`config.mk`:
```
export PLATFORM = sky130hd
export DESIGN_NAME = r200_imem_loader
export DESIGN_NICKNAME = d
export VERILOG_FILES = /design/src/rtl/r200_imem_loader.sv
export SDC_FILE = /design/constraint.sdc
export NUM_CORES = 1
export LEC_CHECK = 0
export ABC_AREA = 1
export BUFFER_PORTS_ARGS = -buffer_cell sky130_fd_sc_hd__buf_2
export CAP_MARGIN = 20
export CORE_MARGIN = 2
export CORE_UTILIZATION = 51
export CTS_BUF_LIST = sky130_fd_sc_hd__clkbuf_2 sky130_fd_sc_hd__clkbuf_4 sky130_fd_sc_hd__clkbuf_8
export DETAILED_ROUTE_END_ITERATION = 8
export GPL_ROUTABILITY_DRIVEN = 0
export PLACE_DENSITY = 0.73
export SETUP_SLACK_MARGIN = 0.02
export SYNTH_ARGS = -nofsm -noshare
export SYNTH_HDL_FRONTEND = slang
export SYNTH_SLANG_ARGS = --single-unit
```
`constraint.sdc`:
```
create_clock -name clk -period 1.8 [get_ports clk]
set_input_delay 0.36 -clock clk [delete_from_list [all_inputs] [get_ports clk]]
set_output_delay 0.36 -clock clk [all_outputs]
set_load 0.02 [all_outputs]
```
`src/rtl/r200_imem_loader.sv`:
```
// Boot-time instruction-memory loader: takes a length-prefixed, checksummed byte frame,
// writes little-endian words into instruction memory and holds the core until a frame completes.
module r200_imem_loader #(
    parameter int unsigned DEPTH = 1024,
    parameter logic [31:0] BASE  = 32'h0
) (
    input  logic        clk,
    input  logic        rst_n,
    input  logic        start,
    input  logic [7:0]  byte_in,
    input  logic        byte_valid,
    output logic        byte_ready,
    output logic [31:0] mem_waddr,
    output logic [31:0] mem_wdata,
    output logic        mem_wr,
    output logic        cpu_hold,
    output logic        done,
    output logic        err
);

    localparam int unsigned WORD_W = 32;
    localparam int unsigned BUF_W  = 24;

    typedef enum logic [2:0] {S_IDLE, S_LEN, S_DATA, S_CSUM, S_DONE, S_ERR} state_t;

    state_t             state_q, state_d;
    logic [1:0]         byte_cnt_q, byte_cnt_d;
    logic [WORD_W-1:0]  word_cnt_q, word_cnt_d;
    logic [WORD_W-1:0]  n_q, n_d;
    logic [BUF_W-1:0]   buf_q, buf_d;
    logic [7:0]         csum_q, csum_d;
    logic               armed_q;
    logic               byte_ready_d, mem_wr_d, cpu_hold_d, done_d, err_d;
    logic [WORD_W-1:0]  mem_waddr_d, mem_wdata_d;
    logic               accept_c, start_ok_c, load_c;
    logic [WORD_W-1:0]  len_c;

    assign accept_c   = byte_valid && byte_ready;
    // A start coincident with reset release is dropped: armed only after the first clock.
    assign start_ok_c = start && armed_q;
    assign len_c      = {byte_in, buf_q};

    // Next-state and next-output logic.
    always_comb begin
        state_d     = state_q;
        byte_cnt_d  = byte_cnt_q;
        word_cnt_d  = word_cnt_q;
        n_d         = n_q;
        buf_d       = buf_q;
        csum_d      = csum_q;
        mem_wr_d    = 1'b0;
        mem_waddr_d = mem_waddr;
        mem_wdata_d = mem_wdata;
        cpu_hold_d  = cpu_hold;
        done_d      = done;
        err_d       = err;
        load_c      = 1'b0;

        case (state_q)
            S_IDLE: if (start_ok_c) load_c = 1'b1;
            S_LEN: begin
                if (accept_c) begin
                    byte_cnt_d = byte_cnt_q + 2'd1;
                    buf_d      = {byte_in, buf_q[BUF_W-1:8]};
                    if (byte_cnt_q == 2'd3) begin
                        n_d = len_c;
                        if (len_c > WORD_W'(DEPTH)) begin
                            state_d = S_ERR;
                            err_d   = 1'b1;
                        end else if (len_c == '0) begin
                            state_d = S_CSUM;
                        end else begin
                            state_d = S_DATA;
                        end
                    end
                end
            end
            S_DATA: begin
                if (accept_c) begin
                    byte_cnt_d = byte_cnt_q + 2'd1;
                    buf_d      = {byte_in, buf_q[BUF_W-1:8]};
                    csum_d     = csum_q ^ byte_in;
                    if (byte_cnt_q == 2'd3) begin
                        mem_wr_d    = 1'b1;
                        mem_wdata_d = {byte_in, buf_q};
                        mem_waddr_d = BASE + (word_cnt_q << 2);
                        word_cnt_d  = word_cnt_q + 32'd1;
                        if (word_cnt_q + 32'd1 == n_q) state_d = S_CSUM;
                    end
                end
            end
            S_CSUM: begin
                if (accept_c) begin
                    if (byte_in == csum_q) begin
                        state_d    = S_DONE;
                        done_d     = 1'b1;
                        cpu_hold_d = 1'b0;
                    end else begin
                        state_d = S_ERR;
                        err_d   = 1'b1;
                    end
                end
            end
            S_DONE:  if (start_ok_c) load_c = 1'b1;
            S_ERR:   if (start_ok_c) load_c = 1'b1;
            default: state_d = S_IDLE;
        endcase

        if (load_c) begin
            state_d    = S_LEN;
            byte_cnt_d = '0;
            word_cnt_d = '0;
            csum_d     = '0;
            done_d     = 1'b0;
            err_d      = 1'b0;
            cpu_hold_d = 1'b1;
        end

        byte_ready_d = (state_d == S_LEN) || (state_d == S_DATA) || (state_d == S_CSUM);
    end

    // State and registered outputs.
    always_ff @(posedge clk or negedge rst_n) begin
        if (!rst_n) begin
            state_q    <= S_IDLE;
            byte_cnt_q <= '0;
            word_cnt_q <= '0;
            n_q        <= '0;
            buf_q      <= '0;
            csum_q     <= '0;
            armed_q    <= 1'b0;
            byte_ready <= 1'b0;
            mem_wr     <= 1'b0;
            mem_waddr  <= BASE;
            mem_wdata  <= '0;
            cpu_hold   <= 1'b1;
            done       <= 1'b0;
            err        <= 1'b0;
        end else begin
            state_q    <= state_d;
            byte_cnt_q <= byte_cnt_d;
            word_cnt_q <= word_cnt_d;
            n_q        <= n_d;
            buf_q      <= buf_d;
            csum_q     <= csum_d;
            armed_q    <= 1'b1;
            byte_ready <= byte_ready_d;
            mem_wr     <= mem_wr_d;
            mem_waddr  <= mem_waddr_d;
            mem_wdata  <= mem_wdata_d;
            cpu_hold   <= cpu_hold_d;
            done       <= done_d;
            err        <= err_d;
        end
    end

endmodule

```
==> results.cfg <==
[status]
outcome = complete, but fails checks
violations = setup timing

[cts]
cts_sinks = 169
cts_tree = done
root_buffer = clkbuf_8
worstSkewPairLatency_ns = 0.48
path_clk_slew_ns = 0.10
cts.path.max_buffers = 2
htreeDepth = 4
cts-buffers-inserted = 17

[floorplanning]
start_util_pct = 51.92
core_um2 = 15770
io_pins = 81
fp.dieW_um = 130.7
die_h_um = 130.7
core.rowCount = 46
die_area_um2 = 17080

[layout]
area.growth.synth_to_final_pct = 25.75
diodes = 0
fin_cells = 1470
final_util_pct = 65.29
stdcell_area_um2 = 10300
drive_gt1_share_pct = 22.73
final_nets = 1255

[grt]
grt_pass1_vias = 6939
track_usage_pct = 26.26
grt_pass1_wl_um = 34470
gr-total-overflow = 0
grtUsageMet1_pct = 37.82
use_met2_pct = 40.13
globalRoute.busiestLayer = met2
antenna_found_initial = 0
grt_start_max_net_pins = 65
grtUsageMet3_pct = 4.479

[power_and_ir_drop]
power.total_mw = 10.09
cellPowerDensity_nw_per_um2 = 980.2
p_sw_share_pct = 35.60
intPower_mw = 6.500
max-vdd-ir-drop_v = 0.0005897
combPwrFrac_pct = 26.7
power.switching_mw = 3.593
p_clk_share_pct = 25.5
seq_power_share_pct = 47.8
p_leak_nw = 5.277

[routing]
vias = 7479
drt-initial-drc-count = 547
drt_pre_antenna_iters = 5
routed_wl_um = 21140
drc = 0
viasPerCell = 5.088
ant_nets = 0
wire_per_inst_um = 14.38

[worst_setup_path]
worstPathArrival_ns = 2.51
required_ns = 2.22
crit_type = reg -> reg
crit_fanout = 7
critPathCaptureType = register
start_kind = register

[place]
dpl_worst_slack_ns = -0.3423
port_buffers = 78
dpl.cell_count = 1432
place_area_um2 = 9801
dp_hpwl_um = 15710

[sta]
tns_ns = -0.5042
fin_skew_ns = 0.01326
rsz0062_at_grt = yes
fmax_mhz = 479.3
drv_slew = 0
holdWs_ns = 0.2429
fin_crit_ns = 2.086
setup_viol = 2
worst_slack_ns = -0.2864
timing.final.crit_share_pct = 115.9
finalHoldViolCount = 0

[synth]
synth-seq-cells = 169
synthCells = 1045
seq_area_frac_synth_pct = 51.67
synthesis.area_um2 = 8188
synth_warnings = 0
yosysUniqueCellTypes = 31
syn_area_per_cell_um2 = 7.835

[flow_run]
maxCapViolations = 0

[worst_hold_path]
min_path_type = in -> reg
flip-flops by register name, summed over array words and instances, names as in the netlist:
name / count
mem_wdata: 32
mem_waddr: 30
done: 1
armed_q: 1
byte_ready: 1
buf_q: 24
byte_cnt_q: 2
csum_q: 8
word_cnt_q: 32
mem_wr: 1
err: 1
n_q: 32
state_q: 3
cpu_hold: 1
layer usage:
metal  vias to the layer above  wire [um]
li1                       3731          -
met1                      3503       9960
met2                       208       9573
met3                        37       1049
met4                         0        558
met5                         -          0
cells in the final DEF (no fill, tap or decap), drive strengths merged, types with 2 or more instances in the layout:
| cell | instances |
|---|---|
| nor2 | 92 |
| buf | 208 |
| nand3b | 12 |
| ha | 2 |
| inv | 126 |
| a21oi | 9 |
| nor3 | 3 |
| xor2 | 12 |
| dfrtp | 168 |
| nand3 | 71 |
| nand2 | 338 |
| clkinv | 6 |
| conb | 3 |
| clkbuf | 17 |
| o21ai | 141 |
| o22ai | 24 |
| nand4 | 11 |
| xnor2 | 5 |
cell type report:
type,count,area [um2]
repair buffers,209,1495
fillers,1381,5474
clock inverters,15,132.6
well taps,216,270.3
multi-input cells,726,3490
inverters,118,442.9
flip-flops and latches,169,4232
clock buffers,17,234.0
logic make-up (layout without fill, tap and decap cells):
logic type	Yosys count	count (layout)	share of synthesized area, %
buffers and inverters	151	359	7.045
DFF	169	169	51.67
AOI/OAI and AO/OA	174	174	11.00
xor gates and xnor gates	18	18	2.093
and+or+nand+nor	529	529	27.80
adders and majority gates	2	2	0.3056
other	2	3	0.09172
Yosys cell counts (all sizes together):
cell type	number	share of area [%]
nand2	338	16
dfrtp	168	51
o21ai	141	8.6
inv	118	5.4
nor2	92	5.3
nand3	71	4.4
clkbuf	24	1.1
o22ai	24	1.8
nand3b	12	1.1
xor2	12	1.3
nand4	11	0.84
a21oi	9	0.55
buf	9	0.53
xnor2	5	0.53
nor3	3	0.18
conb	2	0.092
ha	2	0.31
and2	1	0.076
dfstp	1	0.32
nor4	1	0.076
xnor3	1	0.28
worst max-delay path, cell delays in order (launching register included):
cell     delay (ns)
dfrtp_1        0.36
buf_4          0.12
ha_4           0.15
nand2_4        0.07
nor2_8         0.17
nand2_4        0.10
nor2_4         0.17
nand2_1        0.09
nand3_1        0.09
nand3_1        0.09
nor2_2         0.15
nand2_1        0.07
nor2_1         0.10
nand3_1        0.11
nand4_1        0.09
nand2_1        0.05
inv_1          0.04
worst paths after layout:
check                           slack [ns]          start  cells after the start            to
worst max-delay path                 -0.29  word_cnt_q[1]                     16    byte_ready
min in group asynchronous             0.39          rst_n                      2  mem_waddr[8]
worst max register to register       -0.29  word_cnt_q[1]                     16    byte_ready
max in group asynchronous             0.83          rst_n                      3      cpu_hold
worst min register to register        0.47       cpu_hold                      2      cpu_hold
worst min-delay path                  0.24     byte_in[4]                      4     csum_q[4]
power by group through the flow:
stage | Combinational (mW) | Sequential (mW) | Clock [mW]
after global placement | 2.57 | 4.86 | 0
after CTS | 2.66 | 4.81 | 2.62
final | 2.70 | 4.82 | 2.57
after global routing | 3.07 | 4.89 | 2.78
after detailed placement | 2.63 | 4.88 | 0
after floorplan | 1.50 | 4.78 | 0
what timing repair did:
action | 4_1_cts | 5_1_grt
endpoints found under the setup margin | 2 | 32
pin swaps | 5 | 8
resized for setup | 9 | 22
hold buffers | 1 | 0
setup buffers | 2 | 3
hold endpoints to repair | 36 | 0
(Power assumes the default switching activity.)
